`src/rtl/wb_master_lsu.sv`:
```
// wb_master_lsu: Wishbone pipelined initiator for the core load/store path.
//
// Takes one core memory request at a time, checks funct3 legality and
// alignment, runs a single Wishbone cycle (handling stall and ack), then
// returns a one-cycle response carrying sign/zero-extended load data or a
// store completion.
//
// Optional feature macro: WB_TIMEOUT_EN. When defined, a bus cycle that
// stays open for TIMEOUT_CYCLES cycles without an ack is aborted and
// answered with an error. When undefined, the block waits indefinitely.
//
// Ports:
//   i_clk, i_reset          clock, synchronous active-high reset
//   i_req_valid/o_req_ready core request handshake (ready only in IDLE)
//   i_req_we, i_req_funct3  store flag, RISC-V size code
//   i_req_addr, i_req_wdata byte address, store data
//   o_rsp_valid/data/err    one-cycle response pulse
//   o_wb_cyc/stb/we/addr/data/sel, i_wb_data/stall/ack  Wishbone bus
module wb_master_lsu #(
    parameter int XLEN           = 32,
    parameter int TIMEOUT_CYCLES = 64
) (
    input  logic            i_clk,
    input  logic            i_reset,
    input  logic            i_req_valid,
    output logic            o_req_ready,
    input  logic            i_req_we,
    input  logic [2:0]      i_req_funct3,
    input  logic [XLEN-1:0] i_req_addr,
    input  logic [XLEN-1:0] i_req_wdata,
    output logic            o_rsp_valid,
    output logic [XLEN-1:0] o_rsp_data,
    output logic            o_rsp_err,
    output logic            o_wb_cyc,
    output logic            o_wb_stb,
    output logic            o_wb_we,
    output logic [XLEN-1:0] o_wb_addr,
    output logic [XLEN-1:0] o_wb_data,
    output logic [2:0]      o_wb_sel,
    input  logic [XLEN-1:0] i_wb_data,
    input  logic            i_wb_stall,
    input  logic            i_wb_ack
);

    typedef enum logic [1:0] {IDLE, STROBE, WAIT_ACK, RESP} state_t;

    if (TIMEOUT_CYCLES < 1) begin : g_bad_timeout
        $error("TIMEOUT_CYCLES must be at least 1");
    end

    state_t          state, state_nx;
    logic            we_q;
    logic [2:0]      f3_q;
    logic [XLEN-1:0] addr_q, wdata_q, rdata_q;
    logic            err_q;

    logic            accept;
    logic            illegal, misaligned, bad;
    logic            ack_take;
    logic            timeout;

    assign accept = i_req_valid && (state == IDLE);

    always_comb begin
        illegal    = 1'b0;
        misaligned = 1'b0;
        case (i_req_funct3)
            3'b000, 3'b001, 3'b010: illegal = 1'b0;
            3'b100, 3'b101:         illegal = i_req_we;  // unsigned sizes are load-only
            default:                illegal = 1'b1;
        endcase
        case (i_req_funct3[1:0])
            2'b01:   misaligned = i_req_addr[0];
            2'b10:   misaligned = (i_req_addr[1:0] != 2'b00);
            default: misaligned = 1'b0;
        endcase
        bad = illegal || misaligned;
    end

    // An ack counts only once the strobe is accepted (not while stalled).
    assign ack_take = i_wb_ack &&
                      ((state == STROBE && !i_wb_stall) || state == WAIT_ACK);

`ifdef WB_TIMEOUT_EN
    localparam int CW = $clog2(TIMEOUT_CYCLES + 1);
    logic [CW-1:0] tmo_cnt;

    // Fires on the TIMEOUT_CYCLES-th open cycle; an ack in that cycle wins.
    assign timeout = (state == STROBE || state == WAIT_ACK) && !ack_take &&
                     (tmo_cnt == CW'(TIMEOUT_CYCLES - 1));

    always_ff @(posedge i_clk) begin
        if (i_reset)
            tmo_cnt <= '0;
        else if (accept)
            tmo_cnt <= '0;
        else if ((state == STROBE || state == WAIT_ACK) && !ack_take && !timeout)
            tmo_cnt <= tmo_cnt + 1'b1;
    end
`else
    assign timeout = 1'b0;
`endif

    always_comb begin
        state_nx = state;
        case (state)
            IDLE:     if (accept) state_nx = bad ? RESP : STROBE;
            STROBE: begin
                if (ack_take || timeout) state_nx = RESP;
                else if (!i_wb_stall)    state_nx = WAIT_ACK;
            end
            WAIT_ACK: if (ack_take || timeout) state_nx = RESP;
            RESP:     state_nx = IDLE;
            default:  state_nx = IDLE;
        endcase
    end

    always_ff @(posedge i_clk) begin
        if (i_reset) begin
            state   <= IDLE;
            we_q    <= 1'b0;
            f3_q    <= 3'b000;
            addr_q  <= '0;
            wdata_q <= '0;
            rdata_q <= '0;
            err_q   <= 1'b0;
        end else begin
            state <= state_nx;
            if (accept) begin
                we_q    <= i_req_we;
                f3_q    <= i_req_funct3;
                addr_q  <= i_req_addr;
                wdata_q <= i_req_wdata;
                rdata_q <= '0;
                err_q   <= bad;
            end else if (ack_take) begin
                rdata_q <= i_wb_data;
            end else if (timeout) begin
                rdata_q <= '0;
                err_q   <= 1'b1;
            end
        end
    end

    assign o_req_ready = (state == IDLE);
    assign o_rsp_valid = (state == RESP);
    assign o_rsp_err   = (state == RESP) && err_q;
    assign o_wb_cyc    = (state == STROBE) || (state == WAIT_ACK);
    assign o_wb_stb    = (state == STROBE);
    assign o_wb_we     = o_wb_cyc && we_q;
    assign o_wb_addr   = addr_q;
    assign o_wb_data   = wdata_q;
    assign o_wb_sel    = f3_q;

    always_comb begin
        o_rsp_data = '0;
        if (state == RESP && !err_q && !we_q) begin
            case (f3_q)
                3'b000:  o_rsp_data = {{(XLEN-8){rdata_q[7]}}, rdata_q[7:0]};
                3'b100:  o_rsp_data = {{(XLEN-8){1'b0}}, rdata_q[7:0]};
                3'b001:  o_rsp_data = {{(XLEN-16){rdata_q[15]}}, rdata_q[15:0]};
                3'b101:  o_rsp_data = {{(XLEN-16){1'b0}}, rdata_q[15:0]};
                3'b010:  o_rsp_data = rdata_q;
                default: o_rsp_data = '0;
            endcase
        end
    end

endmodule
```
`config.mk`:
```
export PLATFORM = sky130hd
export DESIGN_NAME = wb_master_lsu
export DESIGN_NICKNAME = d
export VERILOG_FILES = /design/src/rtl/wb_master_lsu.sv
export SDC_FILE = /design/constraint.sdc
export NUM_CORES = 1
export LEC_CHECK = 0
export CORE_MARGIN = 2
export CORE_UTILIZATION = 40
export DETAILED_ROUTE_END_ITERATION = 10
export PLACE_DENSITY = 0.84
export SLEW_MARGIN = 25
export SYNTH_ARGS = -nofsm -noshare
export SYNTH_HDL_FRONTEND = slang
export SYNTH_SLANG_ARGS = --single-unit
```
`constraint.sdc`:
```
create_clock -name i_clk -period 1.7 [get_ports i_clk]
set_clock_uncertainty 0.1 [all_clocks]
set_input_delay 0.255 -clock i_clk [delete_from_list [all_inputs] [get_ports i_clk]]
set_output_delay 0.255 -clock i_clk [all_outputs]
set_load 0.01 [all_outputs]
```
==> metrics.md <==
| Metric | Value |
|---|---|
| Row count | 37 |
| Worst stage delay on the critical path | approximately 350 ps |
| Initial Util | between 40 and 50% |
| Antenna Cells | 0 |
| Crit-path most repeated cell | buf_6 |
| Slew headroom | about two thirds |
| Post-synth top cells | 220 x nand2_1, 115 x a21oi_1, 103 x dfxtp_1 |
| Sequence of cells on the critical path | or2_4 -> buf_6 -> nor2_4 -> buf_6 -> buf_6 -> nand2_2 -> a21oi_2 -> buf_2 |
| Die Y | between 100 and 150 um |
| CTS Sinks | slightly above 100 |
| Final slew viol count | 0 |
| R2R cell count | 10 |
| Hold buffers post-CTS | 0 |
| Initial drt markers | 334 |
| R2R setup slack | -100 ps |
| Die area | roughly 0.012 mm2 |
| Critical path class | flop to output pin |
| Routed Antenna Nets | 0 |
| Max Buffers Root-to-Sink | 2 |
| Fraction of layout cells with a size suffix above 1 | around a quarter |
| Port buffer count | between 200 and 250 |
| Final global-route overflow total | 0 |
| Number of flops mapped to enable cells by yosys | 0 |
| Top-count cell post-synth | nand2_1 |
| Worst-path clk slew | about 90 ps |
| Top Family by Delay on Critical Path | buffers and inverters |
| Worst-Skew Late Latency | ~340 ps |
| Min setup slack post-route | -394 ps |
| Crit. End Element | output pin |
| Post-Syn Nets | between 600 and 700 |
| Design area | 0.00750 mm2 |
| Status | finished with violations |
| Top-area cell type share of the netlist area | approximately 48% |
| Final Cycle Share | 123% |
| Min-delay worst type | input port to flop |
| I/O Pins | 210 |
| Grt met1 use | approximately a quarter |
| Leading area contributor after synthesis | dfxtp_1 |
| Core ar. | between 0.01 and 0.015 mm2 |
| RSZ-0062 raised after global routing | yes |
| Synthesized area | roughly 0.0043 mm2 |
| Reg2reg end | rdata_q[29] |
| Layout area overhead | 75.4% |
| Syn Inst Count | about 560 |
| Max Cap Viol | 0 |
| Hold Startpoint | i_reset |
| Worst-margin pin slew | 502 ps |
| GRT busiest layer | met2 |
| DP Wirelength | 9140 um |
| Ys flop type | dfxtp_1 |
| Fmax | between 0.4 and 0.5 GHz |
| Post-synth cell types | 36 |
| M3 GR Usage | 7.93% |
| Global-route wire length before repair | 22500 um |
| Buf+Inv Stages, Crit Path | 4 |
| CP max stage cell | dfxtp_2 |
| Final Hold Vio Count | 0 |
| Synth Register Bits | around 100 |
| Total Power | between 8 and 9 mW |
| Kind of start point of the critical path | flop |
| Mean Syn Cell Area | ~7.7 um2 |
| Hold-critical path depth | 3 |
| Worst slack, placed | -441 ps |
| CP required | between 1000 and 1500 ps |
| Post-synthesis sequential area ratio | around half |
| Nets | a little over 900 |
| Gr usage total | between 20 and 25% |
| PwrDens | ~1200 mW/mm2 |
| DR vias | just under 5000 |
| TritonRoute pass-1 iters | 4 |
| Initial antenna violation count | 0 |
| DP Area | roughly 0.0067 mm2 |
| Synth warnings | 0 |
| Ranking of synthesized cells by area | dfxtp_1 48%, nand2_1 19%, a21oi_1 13%, ha_1 2.0%, buf_2 1.9% |
| Routed WL per cell | ~16 um |
| Leak | between 2 and 3 nW |
| Final worst path period need | 2090 ps |
| Chip width | between 100 and 150 um |
| GP Congestion | roughly 0.83 |
| Fin util | between 70 and 80% |
| GR Util met2 | between 40% and 50% |
| Num CTS Buffers | 9 |
| Vias in the first global route | around 4800 |
| CP Data Arrival Time | 1740 ps |
| CP Max Fanout | 5 |
| Largest net degree at the start of global routing | 49 |
| TritonCTS clock tree | done |
| RR Startpoint | state[1] |
| Root buf cell | clkbuf_8 |
| Violated checks | negative setup slack |
| H-tree levels | 3 |
| Ys async rst share | 0% |
| TNS Setup | -11490 ps |
| Max IR drop VDD | 0.597 mV |
| DR vias/cell | about 5.2 |
| Final setup violation count | between 50 and 60 |
| Hold endpoint | state[0] |
| # DRC | 0 |
| Routed wire length | 15100 um |
==> repair_timing <==
action                                  in CTS  in global routing
cloned                                       6                  1
endpoints found under the setup margin      77                 74
resized for setup                          204                 88
setup buffers                               15                  7
pin swaps                                   48                 54
hold endpoints to repair                     0                  0
==> power by group <==
part / switching, mW / leakage (nW) / internal, mW
Clock: 0.823 / 0.102 / 0.760
Sequential: 0.247 / 0.844 / 2.80
Combinational: 2.19 / 1.89 / 2.17
==> per-stage QoR <==
| stage | hold slack, ps | instances |
|---|---|---|
| final | 162 | 935 |
| after global routing | 148 | 935 |
| after CTS | 94.9 | 934 |
| after detailed placement | 345 | 898 |
| after global placement | 338 | 898 |
| after floorplan | 291 | 558 |
==> logic make-up after synthesis <==
logic type      after synthesis  share of synthesized area (%)
simple gates                255                           24.4
flops                       103                           48.2
fa+ha+maj                     7                           2.05
buf+inv                      47                           5.68
compound gates              144                           19.2
mux                           2                          0.468
==> worst max-delay path by stage <==
stage | start | endpoint | slack, ps | depth (start not counted)
CTS | o_wb_sel[0] | o_rsp_data[16] | -370 | 8
detailed placement | o_wb_sel[0] | o_rsp_data[29] | -440 | 6
global route | o_wb_sel[0] | o_rsp_data[16] | -480 | 8
floorplan | o_wb_sel[0] | o_rsp_data[19] | 50 | 6
global placement | o_wb_sel[0] | o_rsp_data[29] | -390 | 6
finish | o_wb_sel[0] | o_rsp_data[16] | -390 | 8
==> per-layer routing <==
layer / routed length (um) / vias up
li1: - / 2286
met1: 5740 / 2323
met2: 7510 / 218
met3: 1390 / 46
met4: 499 / 0
met5: 0 / -
==> state kept, by name, summed over array words and instances, names as in the netlist <==
signal	flops
err_q	1
o_wb_data	32
we_q	1
rdata_q	32
o_wb_addr	32
state	2
o_wb_sel	3
==> layout by cell type (no fill, tap or decap), types with 2 or more instances in the layout <==
cell type        synthesis  final
dfxtp_1                103     97
ha_4                     0      4
and2_1                  11      9
nand2_1                220    188
clkbuf_8                 0     11
mux2i_1                  2      2
nor2b_1                  3      2
clkinv_4                 0      2
dfxtp_2                  0      5
a21oi_1                115     85
buf_12                   1      7
nand2_2                  1     12
buf_6                    3     19
a2bb2oi_1                8      8
buf_4                    2     30
ha_1                     7      3
clkdlybuf4s50_1          0    167
inv_1                    6      4
clkdlybuf4s15_2          0      6
nor2_1                  11     11
a21oi_2                  9     39
buf_16                   0      3
buf_2                   16     27
nand2_4                  0     21
dlygate4sd2_1            0      4
==> area by class of cell <==
class	count	area [um2]
clock inverters	4	55.1
repair buffers	266	2620
fillers	742	2870
clock buffers	11	151
flip-flops and latches	103	2070
well taps	136	170
inverters	6	30.0
multi-input cells	409	2400
==> worst register-to-register path: cells and delay by family (launching register included) <==
kind            cells  cell delay, ps
flops               1             380
buf+inv             5             590
fa+ha+maj           1             150
simple gates        2             200
compound gates      2             310
No activity file was read; power rests on OpenSTA's default activity.
